--- src/rtl/mr_wb_arb.sv ---
// Two-master to one-slave pipelined Wishbone arbiter: CYC-granular round-robin grant,
// outstanding-strobe cap and a watchdog that turns a hung slave into an error.
module mr_wb_arb #(
  parameter int unsigned AW        = 30,
  parameter int unsigned DW        = 32,
  parameter int unsigned MAX_OUTST = 4,
  parameter int unsigned TIMEOUT   = 255
) (
  input  logic            clk,
  input  logic            rst,
  // Master 0 (instruction fetch)
  input  logic [AW-1:0]   m0_adr_i,
  input  logic [DW-1:0]   m0_dat_i,
  output logic [DW-1:0]   m0_dat_o,
  input  logic            m0_we_i,
  input  logic            m0_stb_i,
  input  logic            m0_cyc_i,
  input  logic [DW/8-1:0] m0_sel_i,
  output logic            m0_ack_o,
  output logic            m0_err_o,
  output logic            m0_stall_o,
  // Master 1 (load/store)
  input  logic [AW-1:0]   m1_adr_i,
  input  logic [DW-1:0]   m1_dat_i,
  output logic [DW-1:0]   m1_dat_o,
  input  logic            m1_we_i,
  input  logic            m1_stb_i,
  input  logic            m1_cyc_i,
  input  logic [DW/8-1:0] m1_sel_i,
  output logic            m1_ack_o,
  output logic            m1_err_o,
  output logic            m1_stall_o,
  // Slave port
  output logic [AW-1:0]   s_adr_o,
  output logic [DW-1:0]   s_dat_o,
  output logic [DW/8-1:0] s_sel_o,
  output logic            s_we_o,
  output logic            s_stb_o,
  output logic            s_cyc_o,
  input  logic [DW-1:0]   s_dat_i,
  input  logic            s_ack_i,
  input  logic            s_err_i,
  input  logic            s_stall_i,
  output logic [1:0]      owner_o
);

  localparam int unsigned OW = $clog2(MAX_OUTST + 1);
  localparam int unsigned WW = (TIMEOUT > 0) ? $clog2(TIMEOUT + 1) : 1;
  localparam logic [OW-1:0] OutstMax = OW'(MAX_OUTST);
  localparam logic [WW-1:0] WdMax    = WW'(TIMEOUT);

  typedef enum logic [1:0] {StIdle, StOwn0, StOwn1, StFault} state_e;

  state_e         state_q, state_d;
  logic           lg_q, lg_d;
  logic [OW-1:0]  outst_q, outst_d;
  logic [WW-1:0]  wd_q, wd_d;
  logic           flt_new_q, flt_new_d;

  logic own, own_cyc, own_stb, other_cyc, cap_ok, resp, accept, silent, wd_hit;

  // While owning or faulted, lg_q names the master holding the bus.
  assign own       = (state_q == StOwn0) || (state_q == StOwn1);
  assign own_cyc   = lg_q ? m1_cyc_i : m0_cyc_i;
  assign own_stb   = lg_q ? m1_stb_i : m0_stb_i;
  assign other_cyc = lg_q ? m0_cyc_i : m1_cyc_i;
  assign cap_ok    = (outst_q < OutstMax);
  assign resp      = s_ack_i | s_err_i;
  assign accept    = own & own_stb & cap_ok & ~s_stall_i;
  assign silent    = own & own_cyc & (outst_q != '0) & ~resp;
  assign wd_hit    = (TIMEOUT != 0) && silent && ((wd_q + 1'b1) == WdMax);

  assign s_adr_o  = lg_q ? m1_adr_i : m0_adr_i;
  assign s_dat_o  = lg_q ? m1_dat_i : m0_dat_i;
  assign s_sel_o  = lg_q ? m1_sel_i : m0_sel_i;
  assign m0_dat_o = s_dat_i;
  assign m1_dat_o = s_dat_i;

  always_ff @(posedge clk) begin
    if (rst) begin
      state_q   <= StIdle;
      lg_q      <= 1'b1;
      outst_q   <= '0;
      wd_q      <= '0;
      flt_new_q <= 1'b0;
    end else begin
      state_q   <= state_d;
      lg_q      <= lg_d;
      outst_q   <= outst_d;
      wd_q      <= wd_d;
      flt_new_q <= flt_new_d;
    end
  end

  always_comb begin
    state_d = state_q;
    lg_d    = lg_q;
    unique case (state_q)
      StIdle: begin
        if (m0_cyc_i && m1_cyc_i) begin
          state_d = lg_q ? StOwn0 : StOwn1;
          lg_d    = ~lg_q;
        end else if (m0_cyc_i) begin
          state_d = StOwn0;
          lg_d    = 1'b0;
        end else if (m1_cyc_i) begin
          state_d = StOwn1;
          lg_d    = 1'b1;
        end
      end
      StOwn0, StOwn1: begin
        if (!own_cyc) begin
          if (other_cyc) begin
            state_d = lg_q ? StOwn0 : StOwn1;
            lg_d    = ~lg_q;
          end else begin
            state_d = StIdle;
          end
        end else if (wd_hit) begin
          state_d = StFault;
        end
      end
      StFault: begin
        if (!own_cyc) state_d = StIdle;
      end
      default: state_d = StIdle;
    endcase

    // Counters survive only while the same owner keeps CYC; any release or fault aborts them.
    outst_d = '0;
    wd_d    = '0;
    if (own && own_cyc && (state_d == state_q)) begin
      outst_d = outst_q;
      if (accept && !(resp && (outst_q != '0))) begin
        outst_d = outst_q + 1'b1;
      end else if (!accept && resp && (outst_q != '0)) begin
        outst_d = outst_q - 1'b1;
      end
      if (silent) wd_d = wd_q + 1'b1;
    end
    flt_new_d = (state_d == StFault) && (state_q != StFault);
  end

  always_comb begin
    s_cyc_o    = 1'b0;
    s_stb_o    = 1'b0;
    s_we_o     = 1'b0;
    m0_ack_o   = 1'b0;
    m0_err_o   = 1'b0;
    m0_stall_o = 1'b1;
    m1_ack_o   = 1'b0;
    m1_err_o   = 1'b0;
    m1_stall_o = 1'b1;
    owner_o    = 2'b00;
    unique case (state_q)
      StOwn0: begin
        owner_o    = 2'b01;
        s_cyc_o    = m0_cyc_i;
        s_stb_o    = m0_stb_i & cap_ok;
        s_we_o     = m0_we_i;
        m0_stall_o = s_stall_i | (outst_q == OutstMax);
        m0_ack_o   = s_ack_i;
        m0_err_o   = s_err_i;
      end
      StOwn1: begin
        owner_o    = 2'b10;
        s_cyc_o    = m1_cyc_i;
        s_stb_o    = m1_stb_i & cap_ok;
        s_we_o     = m1_we_i;
        m1_stall_o = s_stall_i | (outst_q == OutstMax);
        m1_ack_o   = s_ack_i;
        m1_err_o   = s_err_i;
      end
      StFault: begin
        if (lg_q) m1_err_o = flt_new_q;
        else      m0_err_o = flt_new_q;
      end
      StIdle: ;
      default: ;
    endcase
  end

endmodule

--- config.mk ---
export PLATFORM = sky130hd
export DESIGN_NAME = mr_wb_arb
export DESIGN_NICKNAME = d
export VERILOG_FILES = /design/src/rtl/mr_wb_arb.sv
export SDC_FILE = /design/constraint.sdc
export NUM_CORES = 1
export LEC_CHECK = 0
export ABC_AREA = 1
export CAP_MARGIN = 20
export CORE_AREA = 2 2 121 123
export DETAILED_ROUTE_END_ITERATION = 6
export DIE_AREA = 0 0 123 125
export GPL_TIMING_DRIVEN = 0
export PLACE_DENSITY = 0.58
export SLEW_MARGIN = 5
export SYNTH_ARGS = -nofsm -noshare
export SYNTH_HDL_FRONTEND = slang
export SYNTH_SLANG_ARGS = --single-unit
--- constraint.sdc ---
create_clock -name clk -period 3.5 [get_ports clk]
set_input_delay 0.7 -clock clk [delete_from_list [all_inputs] [get_ports clk]]
set_output_delay 0.7 -clock clk [all_outputs]
set_load 0.01 [all_outputs]
Word level (Yosys, flattened, before mapping)
Index checks and enable logic that the tools add are counted.
{ "totals": {"out_inout_bits": 141, "register_bits": 15} }
{ "classes": {"addsub": 3, "reduce_logical": 20, "eq_ne": 11, "bitwise_logic": 15, "muxes": 35, "magnitude_cmp": 1} }
{ "ops": {"columns": ["op", "n"], "rows": [
  ["$mux 32", 1],
  ["$mux 30", 1],
  ["$mux 2", 8],
  ["$mux 1", 14],
  ["$pmux 1 s2", 6],
  ["$logic_and 1x1->1", 9],
  ["$add 8x1->8 const B", 1],
  ["$and 1x1->1", 8],
  ["$eq 8x8->1 const B", 1],
  ["$eq 2x2->1 const B", 3],
  ["$mux 3", 2],
  ["$ne 2x2->1 const B", 3],
  ["$pmux 2 s3", 1],
  ["$not 1->1", 5],
  ["$mux 4", 1],
  ["$ne 4x4->1 const B", 1],
  ["$pmux 2 s2", 1],
  ["$reduce_and 4->1", 1],
  ["$reduce_bool 2->1", 2],
  ["$reduce_or 2->1", 2],
  ["$add 3x1->3 const B", 1],
  ["$eq 3x3->1 const B", 1],
  ["$lt 3x3->1 const B", 1],
  ["$reduce_bool 3->1", 1],
  ["8 further kinds", 10]
]} }

Depth between registers and ports, before layout
{ "depth": {"word_depth": 13, "ltp_mapped": 17, "mapped_depth_nobuf": 16} }

Least setup slack after synthesis
OpenSTA, ideal clock, no wires.
{ "synth_path": {"path_kind": "reg2out", "from": "reg state_q[0]", "to": "out s_stb_o", "stages_incl_launch_ff": 6, "setup_slack_ns": 1.130, "required_ns": 2.800, "arrival_time_ns": 1.670, "path_cell_list": "dfxtp_1 inv_1 ha_1 inv_2 buf_6 a2111oi_0"} }
{ "synth_via": {"elab_chain_cells": 2} }
{ "synth_lines": {"columns": ["item", "line", "text"], "rows": [
  ["start: declaration", "54", "state_e state_q, state_d;"],
  ["start signal: assignment", "81", "state_q <= StIdle;"],
  ["start signal: assignment", "87", "state_q <= state_d;"],
  ["$eq 2x2->1 / $eq 2x1->1 (equally long branches)", "155", "unique case (state_q)"],
  ["$pmux 1 s2 (*)", "155", null],
  ["end: declaration", "38", "output logic s_stb_o,"]
]} }
Every way passes the cells marked *; elsewhere a longest branch is shown, timed or not.

Worst setup path in the final report
{ "layout_path": {"from": "reg lg_q", "to": "out s_sel_o[0]"} }
{ "layout_via": {"elab_chain_cells": 1} }
{ "layout_lines": {"columns": ["item", "line", "text"], "rows": [
  ["start: declaration", "55", "logic lg_q, lg_d;"],
  ["start signal: assignment", "88", "lg_q <= lg_d;"],
  ["$mux 4", "75", "assign s_sel_o = lg_q ? m1_sel_i : m0_sel_i;"],
  ["end: declaration", "36", "output logic [DW/8-1:0] s_sel_o,"]
]} }
No other way between the ends.

==> impl_metrics.tcl <==
set metrics [dict create \
    status "complete, no violations" \
    p_leak_nw 2.53 \
    hpwlAfterDp_um 12000 \
    reg2reg_to "outst_q[2]" \
    clockBufferDepth 2 \
    grt_antenna_before_repair 0 \
    ios 316 \
    p_comb_share_pct 82.2 \
    syn_nets 635 \
    cp_data_arrival_time_ns 2.48 \
    wl_met1_um 4810 \
    cts_tree "yes" \
    avgRoutedWirePerCell_um 14.6 \
    cts_max_level 1 \
    min_from "wd_q[0]" \
    cts_root_buffer "clkbuf_16" \
    initial_utilization_pct 17.1 \
    r2r_cells 11 \
    antenna_cells 0 \
    postCtsResizedCells 0 \
    p_seq_share_pct 9.0 \
    wl_met2_um 7730 \
    timing.fmax_ghz 0.315 \
    vias 3510 \
    drive_gt1_share_pct 11.9 \
    cp.required_ns 2.80 \
    crit_type "flip-flop to output port" \
    cts_setup_buffers 0 \
    synth_seq_cells 15 \
    grt_pass1_wl_um 19200 \
    viasPerCell 3.81 \
    design.core.area_sq_mm 0.0142 \
    final_common_cell "clkdlybuf4s50_1" \
    finalMaxSlewViolations 0 \
    met3_wirelength_um 817 \
    syn_avg_cell_area_sq_um 5.38 \
    layout_common_cells "clkdlybuf4s50_1, nand2_1, buf_4" \
    grtUsageTotal_pct 16.3 \
    overflow 0 \
    tightest_slew_ns 0.538 \
    setup_violations 0 \
    powerDensity_mw_per_mm2 442 \
    p_sw_share_pct 45.8 \
    power.net_switching_mw 1.13 \
    gp_congestion 0.834 \
    maxCapViolations 0 \
    syn_area_sq_mm 0.00242 \
    hold_path_class "flip-flop to flip-flop" \
    yosysWarnings 0 \
    vdd_drop_max_uv 241 \
    hold_violations 0 \
    power.internal_mw 1.33 \
    rsz0062_at_grt "no" \
    portBuffers 283 \
    grt_max_degree 11 \
    hold-path-cell-count 1 \
    drcViolationCount 0 \
    numClockSinks 15 \
    clock_latency_ns 0.24 \
    critPathCaptureType "output port" \
    timing.slew.headroom_pct 64.1 \
    num-fill-cells 1546 \
    cts.clk_slew.worst_paths_ns 0.05 \
    syn_inst 451 \
    worstHoldEndpoint "wd_q[0]" \
    fin_setup_tns_ns 0 \
    wirelength_um 13400 \
    grt_pass1_vias 3335 \
    postCtsHoldBufs 0 \
    ff2ff_setup_slack_ns 0.91 \
    skew_ns 0.00634 \
    area_delta_synth_final_pct 130 \
    numCtsBuffers 3 \
    clkPwrFrac_pct 8.8 \
    ant_nets 0 \
    die_area_sq_mm 0.0154 \
    ys_seq_area_share_pct 12.4 \
    top_layer "met4" \
    finish.utilization_pct 39.2 \
    timing.final.crit_share_pct 90.8 \
    critical_path.max_fanout 10 \
    period_minus_slack_ns 3.18 \
    ys_types 32 \
    fin_nets 923 \
    first_pass_iters 4 \
    die_y_um 125 \
    num_rows 44 \
    fp.dieW_um 123 \
    reg2reg_from "state_q[0]" \
    startpoint_type "flip-flop" \
    drtIter0Drc 97 \
]
-- cell families (layout without fill, tap and decap cells) --
| kind of cell | after synthesis | after routing | synth area share (%) |
|---|---|---|---|
| flops | 15 | 15 | 12.4 |
| compound gates | 23 | 23 | 5.52 |
| simple gates | 297 | 297 | 49.5 |
| xor+xnor | 2 | 2 | 0.723 |
| buf+inv | 105 | 392 | 26.9 |
| fa+ha+maj | 9 | 9 | 4.95 |
-- metrics by stage --
step	hold WS (ns)	power [mW]	std cells	setup slack, ns	instance area, sq um
after global routing	0.514	2.66	922	0.113	5570
after CTS	0.493	2.51	922	0.214	5570
after floorplan	0.451	1.18	451	1.13	2420
final	0.493	2.46	922	0.321	5570
after detailed placement	0.481	2.28	918	0.477	5490
after global placement	0.483	2.29	918	0.497	5490
-- power by group through the flow --
stage	combinational (mW)	sequential (mW)	clock, mW
after global placement	2.06	0.226	0
after detailed placement	2.06	0.225	0
after CTS	2.07	0.222	0.220
after global routing	2.20	0.226	0.230
final	2.02	0.222	0.216
after floorplan	0.966	0.216	0
-- registers in the layout, indices dropped and copies added (netlist names) --
| signal | flops |
|---|---|
| wd_q | 8 |
| outst_q | 3 |
| state_q | 2 |
| flt_new_q | 1 |
| lg_q | 1 |
-- metal layers --
layer | track usage, % | vias to the layer above
met5 | 0 | -
li1 | - | 1885
met4 | 1.54 | 0
met3 | 3.56 | 4
met2 | 33.0 | 114
met1 | 17.3 | 1507
-- critical path, stage by stage, from the launching register on --
cell and delay (ns):
dfxtp_1 0.30, buf_6 0.15, inv_4 0.13, clkbuf_1 0.45, buf_1 0.41, nand2_1 0.09
nand2_1 0.11, clkdlybuf4s50_1 0.59
-- cell usage after synthesis --
master / count / area [sq um]
nand2_1: 244 / 916
buf_4: 64 / 480
inv_1: 22 / 82.6
nor2_1: 22 / 82.6
dfxtp_1: 15 / 300
clkbuf_1: 12 / 45.0
a21oi_1: 8 / 40.0
ha_1: 8 / 100
nand2_2: 6 / 37.5
nand3_1: 6 / 30.0
o21ai_0: 6 / 30.0
nor2_2: 5 / 31.3
nor3_1: 5 / 25.0
a31oi_1: 4 / 25.0
nand4_1: 3 / 18.8
buf_1: 2 / 7.51
buf_6: 2 / 22.5
inv_2: 2 / 7.51
nand3_2: 2 / 20.0
a2111oi_0: 1 / 8.76
fa_1: 1 / 20.0
inv_4: 1 / 6.26
nand4_4: 1 / 21.3
nor4_1: 1 / 6.26
o211ai_1: 1 / 7.51
o21bai_1: 1 / 7.51
o221ai_1: 1 / 8.76
o22ai_1: 1 / 6.26
or2_1: 1 / 6.26
or2_2: 1 / 6.26
xnor2_1: 1 / 8.76
xor2_1: 1 / 8.76
-- how the worst max path moves through the flow --
stage / cells past startpoint / slack (ns) / from / endpoint
2_1_floorplan: 5 / 1.13 / state_q[0] / s_stb_o
3_3_place_gp: 7 / 0.50 / lg_q / s_dat_o[27]
3_5_place_dp: 7 / 0.48 / lg_q / s_dat_o[27]
4_1_cts: 7 / 0.21 / lg_q / s_dat_o[27]
5_1_grt: 7 / 0.11 / lg_q / s_dat_o[27]
6_report: 7 / 0.32 / lg_q / s_sel_o[0]
-- area by class of cell --
| type | instances | area, sq um | area share [%] |
|---|---|---|---|
| clock buffers | 3 | 75.1 | 1.35 |
| plain buffers | 80 | 556 | 9.98 |
| inverters | 25 | 96.3 | 1.73 |
| multi-input cells | 331 | 1470 | 26.4 |
| repair buffers | 283 | 2830 | 50.9 |
| well taps | 184 | 230 | 4.13 |
| clock inverters | 1 | 5.00 | 0.0899 |
| flip-flops and latches | 15 | 300 | 5.39 |
Power figures use the tool's default switching activity.
==> patch (config.mk and constraints unchanged) <==
Register the output `m1_err_o`; this adds one clock of latency there. The other outputs are not delayed to match.
--- a/src/rtl/mr_wb_arb.sv
+++ b/src/rtl/mr_wb_arb.sv
@@ -50,6 +50,8 @@
   localparam logic [WW-1:0] WdMax    = WW'(TIMEOUT);
 
   typedef enum logic [1:0] {StIdle, StOwn0, StOwn1, StFault} state_e;
+
+  logic m1_err_d;
 
   state_e         state_q, state_d;
   logic           lg_q, lg_d;
@@ -149,7 +151,7 @@
     m0_err_o   = 1'b0;
     m0_stall_o = 1'b1;
     m1_ack_o   = 1'b0;
-    m1_err_o   = 1'b0;
+    m1_err_d   = 1'b0;
     m1_stall_o = 1'b1;
     owner_o    = 2'b00;
     unique case (state_q)
@@ -169,10 +171,10 @@
         s_we_o     = m1_we_i;
         m1_stall_o = s_stall_i | (outst_q == OutstMax);
         m1_ack_o   = s_ack_i;
-        m1_err_o   = s_err_i;
+        m1_err_d   = s_err_i;
       end
       StFault: begin
-        if (lg_q) m1_err_o = flt_new_q;
+        if (lg_q) m1_err_d = flt_new_q;
         else      m0_err_o = flt_new_q;
       end
       StIdle: ;
@@ -180,5 +182,9 @@
     endcase
   end
 
+  always_ff @(posedge clk) begin
+    m1_err_o <= m1_err_d;
+  end
+
 endmodule
 
Formal check against the unedited RTL: not equivalent (a bounded check fails within 4 cycles, from zero or initial values and one cycle with rst high).
==> patch against the unedited design <==
  * Final area grew 0.99%
  * Wire length fell by 4.4%
  * First-iteration DRC count is 5.2% higher
  * Power grew 1.3%
  * Synthesized area up 1.9%
  * Synthesized cell count is 0.22% higher
  * Worst setup slack worse by 0.094 ns
  * Largest power group unchanged
  * Clock power is 14% higher
  * Sequential cell count up 1
  * Clock skew down 0.0052 ns
==> patch: results (changes against the unedited design) <==
----------------------------------------------------
[Cells and area]
  Non-clk bufs ... 362 (-0.28%)
  Number of ordinary inverters in the final layout ... 26 (+4.0%)
  # clk buffers ... 4 (+1)
  Sequential cells ... 16 (+1)
  Share of post-route cells with drive strength above 1 ... 12.2% (+0.25 points)
  Fill cells ... 1558 (+0.78%)
  Clock buffers and inverters, area share ... 1.58% (+0.14 points)
  Area of the multi-input gates ... 1500 µm² (+2.1%)
  Seq area share ... 5.70% (+0.30 points)
  Non-clock buffers, area share ... 60.1% (-0.80 points)

[GRT]
  First-pass GRT wire length ... 18700 µm (-2.4%)
  Number of global-route vias before repair ... 3403 (+2.0%)
  Routing usage on met2 ... 27.9% (-5.1 points)
  GR met1 Demand/Resource ... 19.1% (+1.8 points)
  Total routing resource utilization after global routing ... 15.6% (-0.67 points)
  GR Util met3 ... 3.83% (+0.27 points)

[Yosys]
  Part of the Yosys area used for sequential elements ... 13.0% (+0.58 points)
  Syn Nets ... 636 (+0.16%)
  Post-synthesis adder-cell area fraction ... 4.86% (-0.093 points)
  Post-Syn Instances ... 452 (+0.22%)
  Post-synthesis share of cell area spent on xor and xnor gates ... 1.06% (+0.34 points)
  Count of unique library cells instantiated by Yosys ... 33 (+3.1%)
  Share of the synthesized area in compound gates (AO/OA/AOI/OAI) ... 6.03% (+0.50 points)

[Worst setup path]
  Number of cell instances on the worst register-to-register path ... 10 (-1)
  Capturing instance or port of the critical path ... s_stb_o
  Highest fanout seen on the critical path ... 8 (-2)
  R2R setup slack ... 0.82 ns (-0.09 ns)
  Critical Path AT ... 2.57 ns (+0.09 ns)
  Crit Reg-Reg Startpoint ... state_q[1]$_SDFF_PP0_

[Detailed routing]
  DRC marker count from the first detailed-route iteration ... 102 (+5.2%)
  Total number of vias ... 3505 (-0.14%)
  Routed met2 length ... 6480 µm (-16%)
  Average wire length per cell after detail routing ... 13.9 µm (-4.5%)
  Routed met3 length ... 869 µm (+6.4%)
  Vias per cell ... 3.80 (-0.25%)
  Met1 WL ... 5330 µm (+11%)

[Timing]
  Clock Skew ... 0.00114 ns (-0.00520 ns)
  Worst Hold Slack ... 0.473 ns (-0.0193 ns)
  Worst slew slack as a fraction of its limit ... 64.7% (+0.55 points)

[Worst hold path]
  Type of the worst min-delay path ... reg -> reg

[Placed design]
  DP Cell Count ... 919 (+0.11%)
  Post-detail-place hpwl ... 11400 µm (-5.7%)
  GPL Wtd Cong ... 0.860 (+3.1%)

[Status]
  Status ... complete, no violations

----------------------------------------------------
patch: power breakdown:
part | total, mW | switching, mW | internal (mW) | leakage [nW]
Combinational | 2.01 | 1.03 | 0.980 | 2.37
Sequential | 0.238 | 0.0300 | 0.208 | 0.130
Clock | 0.246 | 0.0724 | 0.174 | 0.0442
Total | 2.49 | 1.13 | 1.36 | 2.54
patch: per-stage QoR:
stage / instance area [µm²] / setup slack (ns) / total power [mW] / util, %
final: 5620 / 0.227 / 2.49 / 39.6
after global routing: 5620 / 0.0805 / 2.70 / 39.6
after CTS: 5620 / 0.171 / 2.53 / 39.6
after detailed placement: 5530 / 0.476 / 2.28 / 39.0
after global placement: 5530 / 0.456 / 2.28 / 39.0
after floorplan: 2470 / 1.14 / 1.21 / -
patch: critical path: stages (launching register included):
cell	delay (ns)
dfxtp_1	0.48
inv_1	0.19
ha_1	0.39
inv_1	0.16
a2111oi_0	0.45
clkdlybuf4s50_1	0.64
